File: src/rtl/decoder_3to8_seq_if.sv
// Bus for the registered 3-to-8 decoder: input handshake, one-hot output,
// status and debug state. The block itself connects through the slave modport.
interface decoder_3to8_seq_if;
  logic       in_valid;
  logic       in_ready;
  logic [2:0] code;
  logic       pulse_mode;
  logic       clr;
  logic [7:0] d;
  logic       d_valid;
  logic       busy;
  logic [7:0] acc_cnt;
  logic [2:0] state;

  modport master (
    output in_valid, code, pulse_mode, clr,
    input  in_ready, d, d_valid, busy, acc_cnt, state
  );

  modport slave (
    input  in_valid, code, pulse_mode, clr,
    output in_ready, d, d_valid, busy, acc_cnt, state
  );
endinterface

File: src/rtl/decoder_3to8_seq.sv
// Registered binary-to-one-hot decoder with a hold mode and a fixed-width
// pulse mode, plus a wrapping count of accepted transactions.
module decoder_3to8_seq #(
  parameter int unsigned PULSE_LEN = 4
) (
  input logic                 clk,
  input logic                 rst,
  decoder_3to8_seq_if.slave   bus
);

  // Handshake: a transaction is taken on a rising edge where in_valid and
  // in_ready are both high; code and pulse_mode are sampled on that edge only.
  typedef enum logic [2:0] {
    IDLE  = 3'd0,
    HOLD  = 3'd1,
    PULSE = 3'd2
  } state_t;

  localparam logic [7:0] PULSE_LAST = 8'(PULSE_LEN - 1);

  state_t     state_q, state_d;
  logic [7:0] d_q, d_d;
  logic [7:0] cnt_q, cnt_d;
  logic [7:0] acc_q;
  logic       d_valid_q;
  logic       in_ready;
  logic       accept;

  always_comb begin
    in_ready = !rst && !bus.clr && (state_q == IDLE || state_q == HOLD);
    accept   = bus.in_valid && in_ready;
  end

  always_ff @(posedge clk) begin
    if (rst) begin
      state_q   <= IDLE;
      d_q       <= 8'h00;
      d_valid_q <= 1'b0;
      cnt_q     <= 8'h00;
      acc_q     <= 8'h00;
    end else begin
      state_q   <= state_d;
      d_q       <= d_d;
      d_valid_q <= (d_d != 8'h00);
      cnt_q     <= cnt_d;
      if (accept) acc_q <= acc_q + 8'd1;
    end
  end

  always_comb begin
    state_d = state_q;
    d_d     = d_q;
    cnt_d   = cnt_q;
    unique case (state_q)
      IDLE, HOLD: begin
        if (accept) begin
          d_d = 8'd1 << bus.code;
          if (bus.pulse_mode) begin
            state_d = PULSE;
            cnt_d   = PULSE_LAST;
          end else begin
            state_d = HOLD;
          end
        end else if (bus.clr) begin
          state_d = IDLE;
          d_d     = 8'h00;
        end
      end
      PULSE: begin
        // cnt counts the remaining pulse cycles after the current one.
        if (cnt_q != 8'h00) begin
          cnt_d = cnt_q - 8'd1;
        end else begin
          state_d = IDLE;
          d_d     = 8'h00;
        end
      end
      default: begin
        state_d = IDLE;
        d_d     = 8'h00;
        cnt_d   = 8'h00;
      end
    endcase
  end

  assign bus.in_ready = in_ready;
  assign bus.d        = d_q;
  assign bus.d_valid  = d_valid_q;
  assign bus.busy     = (state_q == PULSE);
  assign bus.acc_cnt  = acc_q;
  assign bus.state    = state_q;

endmodule

File: src/flat_wrapper.sv
// flat-port wrapper written by rule: the top's interface ports become plain ports
module decoder_3to8_seq_flat 
#(
  parameter int unsigned PULSE_LEN = 4
)
  (clk, rst, bus_in_valid, bus_code, bus_pulse_mode, bus_clr, bus_in_ready, bus_d, bus_d_valid, bus_busy, bus_acc_cnt, bus_state);
  decoder_3to8_seq_if bus_i ();
  input logic clk;
  input logic rst;
  input wire logic [$bits(bus_i.in_valid)-1:0] bus_in_valid;
  input wire logic [$bits(bus_i.code)-1:0] bus_code;
  input wire logic [$bits(bus_i.pulse_mode)-1:0] bus_pulse_mode;
  input wire logic [$bits(bus_i.clr)-1:0] bus_clr;
  output wire logic [$bits(bus_i.in_ready)-1:0] bus_in_ready;
  output wire logic [$bits(bus_i.d)-1:0] bus_d;
  output wire logic [$bits(bus_i.d_valid)-1:0] bus_d_valid;
  output wire logic [$bits(bus_i.busy)-1:0] bus_busy;
  output wire logic [$bits(bus_i.acc_cnt)-1:0] bus_acc_cnt;
  output wire logic [$bits(bus_i.state)-1:0] bus_state;
  assign bus_i.in_valid = bus_in_valid;
  assign bus_i.code = bus_code;
  assign bus_i.pulse_mode = bus_pulse_mode;
  assign bus_i.clr = bus_clr;
  assign bus_in_ready = bus_i.in_ready;
  assign bus_d = bus_i.d;
  assign bus_d_valid = bus_i.d_valid;
  assign bus_busy = bus_i.busy;
  assign bus_acc_cnt = bus_i.acc_cnt;
  assign bus_state = bus_i.state;
  decoder_3to8_seq #(.PULSE_LEN(PULSE_LEN)) u_core (.clk(clk), .rst(rst), .bus(bus_i));
endmodule
File: config.mk
export PLATFORM = sky130hd
export DESIGN_NAME = decoder_3to8_seq_flat
export DESIGN_NICKNAME = d
export VERILOG_FILES = /design/src/rtl/decoder_3to8_seq_if.sv /design/src/rtl/decoder_3to8_seq.sv /design/src/flat_wrapper.sv
export SDC_FILE = /design/constraint.sdc
export NUM_CORES = 1
export LEC_CHECK = 0
export ABC_AREA = 1
export CORE_ASPECT_RATIO = 1.4
export CORE_MARGIN = 3
export CORE_UTILIZATION = 35
export CTS_BUF_LIST = sky130_fd_sc_hd__clkbuf_8
export CTS_CLUSTER_DIAMETER = 30
export DETAILED_ROUTE_END_ITERATION = 12
export HOLD_SLACK_MARGIN = 0.02
export PLACE_DENSITY = 0.6
export SLEW_MARGIN = 20
export SYNTH_ARGS = -nofsm -noshare
export SYNTH_HDL_FRONTEND = slang
export SYNTH_SLANG_ARGS = --single-unit
export TNS_END_PERCENT = 100
File: constraint.sdc
create_clock -name clk -period 1.5 [get_ports clk]
set_clock_uncertainty 0.1 [all_clocks]
set_input_delay 0.375 -clock clk [delete_from_list [all_inputs] [get_ports clk]]
set_output_delay 0.375 -clock clk [all_outputs]
set_load 0.01 [all_outputs]
======== Word-level counts from Yosys, hierarchy flattened ========
Index checks and enable logic that the tools add are counted.
storage, ports and cells
  register bits after elaboration ......... 28
  input bits .............................. 8
  output and inout port bits .............. 22
  logic and storage cells ................. 40
cells by class
  $add $sub $neg .......................... 2
  equality and inequality tests ........... 7
  shift operators ......................... 1
  muxes and demuxes ....................... 13
  reductions and logical operators ........ 12
operators by type and width
  kind                                                                   number
  8-bit 2-to-1 mux                                                       6
  8-bit one-hot mux with 2 select lines                                  2
  8-bit nonzero test                                                     2
  3-bit 2-to-1 mux                                                       3
  8-bit by 1-bit adder with 8-bit output, second input constant          1
  1-bit by 3-bit left shift with 8-bit output, first input constant      1
  8-bit by 1-bit subtractor with 8-bit output, second input constant     1
  3-bit one-hot mux with 2 select lines                                  1
  2-bit by 1-bit != test with 1-bit output, second input constant        2
  2-bit != test, second input constant                                   2
  3-bit by 1-bit equality test with 1-bit output, second input constant  1
  3-bit by 2-bit equality test with 1-bit output, second input constant  1
  1-bit logical AND                                                      3
  3-bit zero test                                                        1
  3-bit by 2-bit != test with 1-bit output, second input constant        1
  3-bit AND reduction                                                    1
  1-bit zero test                                                        2
  2-bit 2-to-1 mux                                                       1
  2-bit AND reduction                                                    1
  2-bit OR reduction                                                     1
  1-bit logical OR                                                       1

======== Logic depth before layout (Yosys ltp) ========
  depth in word-level cells ............... 7
  gate-level depth with buffers ........... 12

======== Worst setup path before layout ========
Ideal clock, no wire load.
  path type ............................... register to register
  start point ............................. reg u_core.cnt_q[0]
  end point ............................... reg u_core.d_valid_q, in the netlist u_core.bus.d_valid
  arrival time ............................ 1.277 ns
  data required time ...................... 1.272 ns
  path slack .............................. -0.004 ns
  cell stages (with the launch flop) ...... 13
  path buffers ............................ 1
  cells stage by stage .................... dfxtp_1 > inv_1 > ha_1 > inv_1 > nor2_1 > nand2_1 > buf_6 > nand3_1 > nand2_1 > nor2_1 > nand2_1 > nor2_1 > nor2_1
on the way
  word-level cells in the longest chain between the ends .. 4
ends and longest elaborated chain
  what                                   line                    text
  start: declaration                     decoder_3to8_seq.sv:23  logic [7:0] cnt_q, cnt_d;
  start signal: assignment               decoder_3to8_seq.sv:45  cnt_q <= cnt_d;
  8-bit nonzero test                     decoder_3to8_seq.sv:71  if (cnt_q != 8'h00) begin
  8-bit 2-to-1 mux                       decoder_3to8_seq.sv:71
  8-bit one-hot mux with 2 select lines  decoder_3to8_seq.sv:54  unique case (state_q)
  8-bit nonzero test                     decoder_3to8_seq.sv:44  d_valid_q <= (d_d != 8'h00);
  end signal: assignment                 decoder_3to8_seq.sv:44
  end: declaration                       decoder_3to8_seq.sv:25  logic d_valid_q;
Every way passes these cells.
A chain may end at the register's enable or synchronous reset.

======== Final worst setup path ========
  start point ............................. reg u_core.cnt_q[0]
  end point ............................... reg u_core.cnt_q[3]
on the way
  word-level cells in the longest chain between the ends .. 3
  elaborated cells on any way between the ends .. 6
  classes of those cells .................. 1 x add/sub; 1 x eq/ne; 2 x mux; 2 x reduce/logical
ends and longest elaborated chain
  what                                                                               line
  8-bit by 1-bit subtractor with 8-bit output or 8-bit nonzero test (tied branches)  decoder_3to8_seq.sv:72, decoder_3to8_seq.sv:71
  8-bit 2-to-1 mux or 2-bit by 1-bit != test with 1-bit output (tied branches)       n/a
  8-bit one-hot mux with 2 select lines or 3-bit AND reduction (tied branches)       n/a
Parallel ways exist; a longest one is shown, timed or not. The select of a mux whose other input is x is not followed.

==> qor.yml <==
place_area_um2: 2212
stdcell_area_um2: 2590
diodes: 0
min_to: "u_core.cnt_q[7]"
detail_route.first_pass.iterations: 4
hold_viol: 0
io_buffers: 28
yosys_register_bits: 27
max_cap_violations: 0
leakage_uw: 0.001266
r2r-end: "u_core.cnt_q[3]"
synthCells: 226
cts_tree: "done"
drt-total-wl_um: 4367
ff2ff_path_depth: 9
drv_slew: 0
yosysSeqAreaShare: 0.3456
clock_latency_ns: 0.28
final_cells: 366
dpl_worst_slack_ns: -0.6221
p_per_area_nw_per_um2: 599.2
cts.sinks: 27
die_h_um: 85.10
grt_max_degree: 15
finalCriticalPeriod_ns: 1.636
ios: 30
drc: 0
cts_made_buffers: 3
cts-root-buf: "clkbuf_8"
violations: "setup timing"
yosys_warnings: 0
die_x_um: 62.50
design.core.area_um2: 4274
ant_nets: 0
drtIter0Drc: 80
clockBufferDepth: 2
critPathLaunchType: "register"
antenna_found_initial: 0
cp-end-kind: "register"
cts_max_level: 1
vias_per_cell: 4.814
start_util: 0.3659
irDropWorstVdd_mv: 0.4834
fin_nets: 318
reg2reg_from: "u_core.cnt_q[0]"
clk_pin_slew_ns: 0.10
grt_pass1_wl_um: 7134
avgSynthCellArea_um2: 6.920
place_inst: 351
min_from: "u_core.cnt_q[7]"
critPathKind: "register to register"
vias: 1762
hp-class: "register to register"
dp_hpwl_um: 3033
finalWeightedCongestion: 0.8781
die-area_um2: 5318
placementRows: 28
globalRouteTotalUtil: 0.1656
path_max_fanout: 8
rsz0062_at_grt: "true"
hold_buffers: 0
finish.utilization: 0.6060
fmax_mhz: 611.2
overflow: 0
status: "complete, but fails checks"
synth.top_cell.area_share: 0.3456
crit_required_ns: 1.62
synth.net_count: 237
wl_per_cell_um: 11.93
ys_top_cells_by_area: "dfxtp_1 (35%), nand2_1 (13%), nand3_1 (11%), a21oi_1 (7.0%), nor2_1 (5.0%)"
setup_viol: 18
timing.setup.tns_ns: -1.266
grt_pass1_vias: 1646
r2r_slack_ns: -0.14
crit_arrival_ns: 1.76
drive_above_1_share: 0.4216
synth.distinct_cells: 30
worst_slack_ns: -0.1361
holdPathStages: 2
netlist_area_um2: 1564
synthToLayoutAreaGrowth_pct: 65.60
yosys.area.top_type: "dfxtp_1"
fin_crit_sh: 1.091
-- metal layers --
layer	GRT usage	share of wire	vias up
met2	0.3049	0.53	30
met4	0.07229	0.019	0
met5	0	0	-
li1	-	-	900
met3	0.01987	0.032	7
met1	0.1904	0.42	825
-- what timing repair did --
item                       4_1_cts  5_1_grt
cloned                           1        0
gates resized for setup         56       51
setup buffers                    4        7
pin swaps                       16       20
setup endpoints to repair       45       23
-- sequential cells by signal (all words and copies together), names as in the netlist --
name / cells
u_core.cnt_q: 8
u_core.bus.state: 2
u_core.bus.d_valid: 1
u_core.bus.acc_cnt: 8
u_core.bus.d: 8
-- synthesized netlist by cell type --
cell,instances
nor2_8,1
buf_6,2
buf_4,2
dfxtp_1,27
nand2_2,1
xor2_1,7
a21oi_1,22
o21a_1,1
nor3_1,2
ha_1,3
buf_2,1
o211ai_4,1
inv_1,17
o21ai_1,3
o21ai_0,3
nand2_1,56
nor3b_1,2
conb_1,1
o21ai_2,1
nor2_4,3
a31oi_1,1
inv_2,5
clkbuf_1,2
nand3_1,34
clkinv_1,1
nand4_1,3
nand3_4,1
nor2_1,21
nor3_2,1
nand3_2,1
-- placed cells by master (no fill, tap or decap), drive strengths merged --
| cell type | synthesis | final |
|---|---|---|
| clkdlybuf4s15 | 0 | 1 |
| conb | 1 | 1 |
| nand3 | 36 | 36 |
| nor2 | 25 | 25 |
| dfxtp | 27 | 27 |
| nand4 | 3 | 3 |
| nand2 | 57 | 57 |
| clkdlybuf4s50 | 0 | 4 |
| buf | 5 | 57 |
| a21oi | 22 | 22 |
| dlygate4sd2 | 0 | 20 |
| o21ai | 7 | 7 |
| o21a | 1 | 1 |
| ha | 3 | 3 |
| inv | 22 | 23 |
| xor2 | 7 | 7 |
| clkbuf | 2 | 4 |
| nor3b | 2 | 2 |
| clkinv | 1 | 1 |
| a31oi | 1 | 1 |
| nor3 | 3 | 3 |
| o211ai | 1 | 1 |
-- worst max path at each step --
| stage | startpoint | to | slack [ns] | depth (start not counted) |
|---|---|---|---|---|
| 2_1_floorplan | u_core.cnt_q[0] | u_core.bus.d_valid | 0.03 | 12 |
| 3_3_place_gp | bus_clr | bus_in_ready | -0.65 | 5 |
| 3_5_place_dp | bus_clr | bus_in_ready | -0.62 | 5 |
| 4_1_cts | u_core.cnt_q[0] | u_core.bus.d_valid | -0.14 | 12 |
| 5_1_grt | u_core.cnt_q[0] | u_core.cnt_q[2] | -0.25 | 10 |
| 6_report | u_core.cnt_q[0] | u_core.cnt_q[3] | -0.14 | 9 |
-- worst max-delay path, stage by stage, from the launching register on --
cell      delay [ns]
dfxtp_2         0.34
inv_2           0.07
ha_4            0.13
inv_2           0.03
nor2_2          0.10
nand2_2         0.11
buf_8           0.17
o211ai_4        0.29
nand2_1         0.12
a21oi_2         0.11
-- kinds of logic (layout without fill, tap and decap cells) --
| kind of cell | count (synthesis) | in the layout | synth area share |
|---|---|---|---|
| AOI/OAI and AO/OA | 32 | 32 | 0.1176 |
| xor gates and xnor gates | 7 | 7 | 0.03920 |
| adders and majority gates | 3 | 3 | 0.02400 |
| buffers and inverters | 30 | 110 | 0.08719 |
| DFF | 27 | 27 | 0.3456 |
| other | 1 | 1 | 0.002398 |
| and+or+nand+nor | 126 | 126 | 0.3840 |
-- power breakdown --
| part | leakage [uW] | switching [uW] | internal [uW] | total (uW) |
|---|---|---|---|---|
| Combinational | 0.00102 | 194 | 180 | 374 |
| Sequential | 0.000222 | 15.2 | 736 | 752 |
| Clock | 0.0000269 | 242 | 184 | 427 |
-- metrics by stage --
stage | hold WS [ns] | total power (uW)
floorplan | 0.3702 | 922.7
global placement | 0.3797 | 1070
detailed placement | 0.3882 | 1072
CTS | 0.3902 | 1518
global route | 0.4132 | 1644
finish | 0.3861 | 1552
-- area by class of cell --
type | instances | area (um^2)
fill | 397 | 1684
multi-input combinational | 169 | 1122
timing repair buffer | 83 | 706.9
sequential | 27 | 549.3
inverter | 23 | 91.34
tap | 60 | 75.07
clock buffer | 3 | 41.29
clock inverter | 1 | 3.754
No activity file was read; power rests on OpenSTA's default activity.
